<file path="src/rtl/spi_arb_pkg.sv">
// Shared types and helpers for the SPI command arbiter: one-hot FSM states
// and a width helper for pointer, grant and counter vectors.
package spi_arb_pkg;

  typedef enum logic [4:0] {
    IDLE  = 5'b00001,
    ISSUE = 5'b00010,
    WAIT  = 5'b00100,
    RESP  = 5'b01000,
    GAP   = 5'b10000
  } state_t;

  // Never returns less than 1 so single-entry ranges still get a real vector.
  function automatic int clog2(input int n);
    int r;
    r = 0;
    while ((1 << r) < n) r++;
    return (r < 1) ? 1 : r;
  endfunction

endpackage

</file>
<file path="src/rtl/spi_rr_arbiter.sv">
// Combinational rotate-priority arbiter: searches upward from ptr, wrapping,
// and returns the first active request as one-hot grant plus its index.
module spi_rr_arbiter
  import spi_arb_pkg::*;
#(
  parameter int NREQ = 4,
  parameter int PW   = clog2(NREQ)
) (
  input  logic [NREQ-1:0] req,
  input  logic [PW-1:0]   ptr,
  output logic [NREQ-1:0] grant,
  output logic [PW-1:0]   grant_idx,
  output logic            grant_any
);

  logic [PW:0]   sum;
  logic [PW-1:0] idx;

  // Walk from the farthest offset down so the nearest hit to ptr wins last.
  always_comb begin
    grant     = '0;
    grant_idx = '0;
    grant_any = 1'b0;
    sum       = '0;
    idx       = '0;
    for (int i = NREQ - 1; i >= 0; i--) begin
      sum = {1'b0, ptr} + (PW + 1)'(i);
      if (sum >= (PW + 1)'(NREQ)) sum = sum - (PW + 1)'(NREQ);
      idx = sum[PW-1:0];
      if (req[idx]) begin
        grant      = '0;
        grant[idx] = 1'b1;
        grant_idx  = idx;
        grant_any  = 1'b1;
      end
    end
  end

endmodule

</file>
<file path="src/rtl/spi_cmd_arbiter.sv">
// Round-robin sharing of one SPI master between NREQ register-access clients;
// one transaction in flight, with timeout and an enforced idle gap.
module spi_cmd_arbiter
  import spi_arb_pkg::*;
#(
  parameter int NREQ           = 4,
  parameter int AWIDTH         = 16,
  parameter int DWIDTH         = 8,
  parameter int TIMEOUT_CYCLES = 4096,
  parameter int GAP_CYCLES     = 4
) (
  input  logic                     user_clk,
  input  logic                     user_rst,
  input  logic [NREQ-1:0]          req_valid,
  input  logic [NREQ-1:0]          req_rw,
  input  logic [NREQ*AWIDTH-1:0]   req_addr,
  input  logic [NREQ*DWIDTH-1:0]   req_wdata,
  output logic [NREQ-1:0]          req_ready,
  output logic [NREQ-1:0]          rsp_valid,
  output logic [DWIDTH-1:0]        rsp_rdata,
  output logic                     rsp_err,
  output logic                     m_rd_evt,
  output logic                     m_wr_evt,
  output logic [AWIDTH-1:0]        m_addr,
  output logic [DWIDTH-1:0]        m_wr_data,
  input  logic                     m_done_evt,
  input  logic                     m_rd_data_evt,
  input  logic [DWIDTH-1:0]        m_rd_data,
  output logic                     busy
);

  localparam int PW = clog2(NREQ);
  localparam int TW = clog2(TIMEOUT_CYCLES);
  localparam int GW = clog2(GAP_CYCLES);

  state_t              state_reg, state_next;
  logic [PW-1:0]       ptr_reg;
  logic [NREQ-1:0]     gnt_reg;
  logic                rw_reg;
  logic [AWIDTH-1:0]   addr_reg;
  logic [DWIDTH-1:0]   wdata_reg;
  logic [DWIDTH-1:0]   rdata_reg;
  logic                cmpl_reg;
  logic                err_reg;
  logic [TW-1:0]       tmo_cnt_reg;
  logic [GW-1:0]       gap_cnt_reg;

  logic [AWIDTH-1:0]   addr_arr  [NREQ];
  logic [DWIDTH-1:0]   wdata_arr [NREQ];
  logic [NREQ-1:0]     grant;
  logic [PW-1:0]       grant_idx;
  logic                grant_any;
  logic                evt;
  logic                tmo_hit;
  logic                gap_last;

  for (genvar gi = 0; gi < NREQ; gi++) begin : g_slice
    assign addr_arr[gi]  = req_addr[gi*AWIDTH +: AWIDTH];
    assign wdata_arr[gi] = req_wdata[gi*DWIDTH +: DWIDTH];
  end

  spi_rr_arbiter #(
    .NREQ (NREQ),
    .PW   (PW)
  ) u_rr (
    .req       (req_valid),
    .ptr       (ptr_reg),
    .grant     (grant),
    .grant_idx (grant_idx),
    .grant_any (grant_any)
  );

  // A read finishes on the data pulse, not on done, which precedes it.
  assign evt      = rw_reg ? m_rd_data_evt : m_done_evt;
  assign tmo_hit  = (tmo_cnt_reg == TW'(TIMEOUT_CYCLES - 1));
  assign gap_last = (gap_cnt_reg == GW'(GAP_CYCLES - 1));

  always_comb begin
    state_next = state_reg;
    case (state_reg)
      IDLE:    if (grant_any) state_next = ISSUE;
      ISSUE:   state_next = WAIT;
      WAIT: begin
        if (cmpl_reg)              state_next = RESP;
        else if (!evt && tmo_hit)  state_next = RESP;
      end
      RESP:    state_next = GAP;
      GAP:     if (gap_last) state_next = IDLE;
      default: state_next = IDLE;
    endcase
  end

  always_ff @(posedge user_clk or posedge user_rst) begin
    if (user_rst) begin
      state_reg   <= IDLE;
      ptr_reg     <= '0;
      gnt_reg     <= '0;
      rw_reg      <= 1'b0;
      addr_reg    <= '0;
      wdata_reg   <= '0;
      rdata_reg   <= '0;
      cmpl_reg    <= 1'b0;
      err_reg     <= 1'b0;
      tmo_cnt_reg <= '0;
      gap_cnt_reg <= '0;
    end else begin
      state_reg <= state_next;
      case (state_reg)
        IDLE: begin
          if (grant_any) begin
            gnt_reg   <= grant;
            rw_reg    <= req_rw[grant_idx];
            addr_reg  <= addr_arr[grant_idx];
            wdata_reg <= wdata_arr[grant_idx];
            ptr_reg   <= (grant_idx == PW'(NREQ - 1)) ? '0 : grant_idx + 1'b1;
          end
        end
        ISSUE: begin
          tmo_cnt_reg <= '0;
          cmpl_reg    <= 1'b0;
          err_reg     <= 1'b0;
          rdata_reg   <= '0;
        end
        WAIT: begin
          tmo_cnt_reg <= tmo_cnt_reg + 1'b1;
          // Completion is registered here; RESP follows one cycle later.
          if (!cmpl_reg && evt) begin
            cmpl_reg <= 1'b1;
            if (rw_reg) rdata_reg <= m_rd_data;
          end else if (!cmpl_reg && tmo_hit) begin
            err_reg   <= 1'b1;
            rdata_reg <= '0;
          end
        end
        RESP:    gap_cnt_reg <= '0;
        GAP:     gap_cnt_reg <= gap_cnt_reg + 1'b1;
        default: ;
      endcase
    end
  end

  assign req_ready = (state_reg == ISSUE) ? gnt_reg : '0;
  assign m_rd_evt  = (state_reg == ISSUE) &&  rw_reg;
  assign m_wr_evt  = (state_reg == ISSUE) && !rw_reg;
  assign rsp_valid = (state_reg == RESP) ? gnt_reg : '0;
  assign rsp_err   = (state_reg == RESP) && err_reg;
  assign rsp_rdata = rdata_reg;
  assign m_addr    = addr_reg;
  assign m_wr_data = wdata_reg;
  assign busy      = (state_reg != IDLE);

endmodule
</file>
<file path="config.mk">
export PLATFORM = sky130hd
export DESIGN_NAME = spi_cmd_arbiter
export DESIGN_NICKNAME = d
export VERILOG_FILES = /design/src/rtl/spi_arb_pkg.sv /design/src/rtl/spi_rr_arbiter.sv /design/src/rtl/spi_cmd_arbiter.sv
export SDC_FILE = /design/constraint.sdc
export NUM_CORES = 1
export LEC_CHECK = 0
export ABC_AREA = 1
export CAP_MARGIN = 20
export CORE_MARGIN = 5
export CORE_UTILIZATION = 23
export DETAILED_ROUTE_END_ITERATION = 8
export PLACE_DENSITY = 0.5
export SYNTH_ARGS = -nofsm -noshare
export SYNTH_HDL_FRONTEND = slang
export SYNTH_SLANG_ARGS = --single-unit
</file>
<file path="constraint.sdc">
create_clock -name user_clk -period 2.7 [get_ports user_clk]
set_clock_uncertainty 0.15 [all_clocks]
set_input_delay 0.27 -clock user_clk [delete_from_list [all_inputs] [get_ports user_clk]]
set_output_delay 0.27 -clock user_clk [all_outputs]
set_load 0.02 [all_outputs]
</file>
==> summary.md <==
| Metric | Value |
|---|---|
| DR pass1 iterations | 5 |
| Max reg flops | 16 |
| Die W | 147 um |
| Cells along the critical path | nor2_1, inv_1, nor4_1, inv_1, nor2_1, clkdlybuf4s50_1 |
| Post-route antenna net violation count | 0 |
| Top delay family on crit path | buffers and inverters |
| GR Layer Usage met3 | 6.15% |
| Final setup fails | 0 |
| Clock period minus worst slack | 2560 ps |
| Hold bufs inserted after CTS | 0 |
| Worst Path Max Fanout | 5 |
| Dominant cells by area after synthesis | dfrtp_1 34%, nand2_1 20%, nand3_1 12% |
| IO Pins | 160 |
| Mapped Avg Cell Area | 6.59 um^2 |
| Class of the worst hold path | in -> async |
| DRC | 0 |
| Vias/cell | 4.18 |
| Power Dens Cells | 1200 nW/um^2 |
| Share of layout cells above drive strength 1 | 6.88% |
| Syn Nets | 776 |
| Crit path buf inv count | 3 |
| Clk sinks | 60 |
| Slew Viols, Final | 0 |
| Final Hold Vio Count | 0 |
| Die height | 147 um |
| Total gr overflow | 0 |
| DPL Wire Length | 10600 um |
| GR met1 Demand/Resource | 16.3% |
| CP Capture Type | output port |
| Clk buf depth | 2 |
| Leakage Power | 3.23 nW |
| Max cap viols | 0 |
| Routability-driven placement congestion ratio | 0.808 |
| Worst Tran Pin Value | 629 ps |
| Number of global-route vias before repair | 4355 |
| Die area | 21500 um^2 |
| Crit path required time | 2280 ps |
| Total GRT Usage | 13.3% |
| DR WL/cell | 13.4 um |
| WS Path Type | reg -> out |
| Core area | 18500 um^2 |
| Starting density of the core | 23.1% |
| CTS H-Tree Depth | 3 |
| Power consumption | 0.00773 W |
| Area growth, synth to finish | 50.8% |
| Port bufs | 159 |
| Number of cell rows | 50 |
| CTS Root Cell | clkbuf_16 |
| Final WS setup | 141 ps |
| Synthesized flop and latch total | 60 |
| Final setup TNS | 0 ps |
| Worst Setup Start Kind | flip-flop |
| Total number of vias | 4394 |
| Synthesis warning total | 0 |
| Total wire length | 14100 um |
| Skew-Pair Late Insertion Delay | 340 ps |
| Post-synth top area share | 34.5% |
| Slowest cell on crit path | clkdlybuf4s50_1 |
| Seq/Total Area, Yosys | 35.1% |
| Largest net degree at the start of global routing | 61 |
| Max_slew headroom | 58.0% |
| GR Layer Usage met2 | 20.7% |
| Pre-CTS setup slack | 239 ps |
| Clock slew at reported path FFs | 60 ps |
| Post-synthesis cell type count | 35 |
| Synth Cell Area | 4290 um^2 |
| Unrepaired setup endpoints after global routing | false |
| Status | completed |
| Synth Instances | 650 |
| Fmax | 391 MHz |
| DR iter-0 viols | 202 |
| Initial antenna violation count | 3 |
| WP data arrival | 2140 ps |
| Synth area leader | dfrtp_1 |
| Worst VDD drop | 0.475 mV |
| Gr busiest metal | met2 |
| CTS tree | yes |
| TritonCTS buffer count | 9 |
| First-pass GRT wire length | 22800 um |
| Period utilization | 94.8% |
| Worst path max stage delay | 620 ps |
| # nets final | 935 |
## cells in the mapped netlist (all sizes together)
cell type and number:
a21oi 3, a22o 1, and2 1, and3 1, buf 25, clkbuf 3
dfrtp 59, dfstp 1, ha 10, inv 119, mux2i 2, nand2 230
nand3 101, nand3b 25, nand4 2, nor2 23, nor3 5, nor4 2
o211ai 1, o21ai 26, o22ai 5, o32ai 1, or2 1, xnor2 3
## power breakdown
part | total [W] | switching, W | leakage [nW] | internal [W]
combinational | 0.00507 | 0.00317 | 2.29 | 0.00190
clock | 0.00127 | 0.000454 | 0.156 | 0.000814
sequential | 0.00140 | 0.000178 | 0.782 | 0.00122
total | 0.00773 | 0.00380 | 3.23 | 0.00393
## worst reg2reg max path, stage by stage (launching register included)
cell and delay [ps]:
dfrtp_1 390, inv_4 70, ha_1 320, inv_1 80, nand3_1 90, nand2_1 110, inv_2 80, nand2_2 110
nand2_2 80, nand2_4 80, buf_4 320, nand3_1 130, nand3_1 120, nand2_1 60, nand2_1 60, nand2_1 50
## metal layers
layer / wire length (um) / vias to the layer above
li1: - / 2329
met1: 6190 / 1904
met2: 6340 / 138
met3: 1280 / 21
met4: 257 / 2
met5: 13 / -
## layout by cell type (no fill, tap or decap), types with 2 or more instances in the layout
master,count
inv_6,2
o21ai_1,10
diode_2,2
dfrtp_1,59
o21ai_0,16
nor3_1,5
nand3b_1,25
nand3_1,100
nand2_4,2
nor2_1,22
o22ai_1,5
bufinv_16,2
clkdlybuf4s50_1,158
inv_1,110
buf_4,15
a21oi_1,3
mux2i_1,2
buf_12,2
inv_2,8
clkbuf_16,9
nand2_1,223
nand2_2,5
xnor2_1,3
ha_1,10
## stage by stage
stage	area (um^2)	util (%)	hold slack (ps)	cells
after detailed placement	6120	33.0	314	1030
after floorplan	4290	-	263	650
after CTS	6440	34.8	191	1046
after global placement	6120	33.0	315	1030
after global routing	6460	34.9	243	1050
final	6460	34.9	189	1050
## final timing paths
kind	startpoint	to	slack, ps	cells after the start
worst max register to register	ptr_reg[0]	m_addr[13]	320	15
max in group asynchronous	user_rst	state_reg[0]	1900	3
worst min-delay path	user_rst	rsp_rdata[3]	190	3
min in group user_clk	m_wr_data[2]	m_wr_data[2]	330	2
worst max-delay path	state_reg[1]	rsp_err	140	6
worst min register to register	m_wr_data[2]	m_wr_data[2]	330	2
## cell families (layout without fill, tap and decap cells)
group | Yosys count | after routing | share of synthesized area (%)
adder cells (fa/ha/maj) | 10 | 10 | 2.92
AO/OA/AOI/OAI | 37 | 37 | 4.82
other | 0 | 2 | 0
buffers and inverters | 147 | 311 | 14.9
XOR/XNOR | 3 | 3 | 0.613
flip-flops | 60 | 60 | 35.1
multiplexers | 2 | 2 | 0.467
AND/OR/NAND/NOR | 391 | 391 | 41.2
## layout make-up
type                            count  area [um^2]
Inverter                          119          449
Multi-Input combinational cell    443         2140
Tap cell                          234          293
Clock inverter                      7         98.8
Clock buffer                        9          225
Timing Repair Buffer              176         1750
Antenna cell                        2         5.00
Fill cell                        2044        12100
Sequential cell                    60         1500
## what timing repair did
item / 4_1_cts / 5_1_grt
setup endpoints to repair: 0 / 5
setup buffers: 0 / 2
resized for setup: 0 / 1
(Power assumes the default switching activity.)
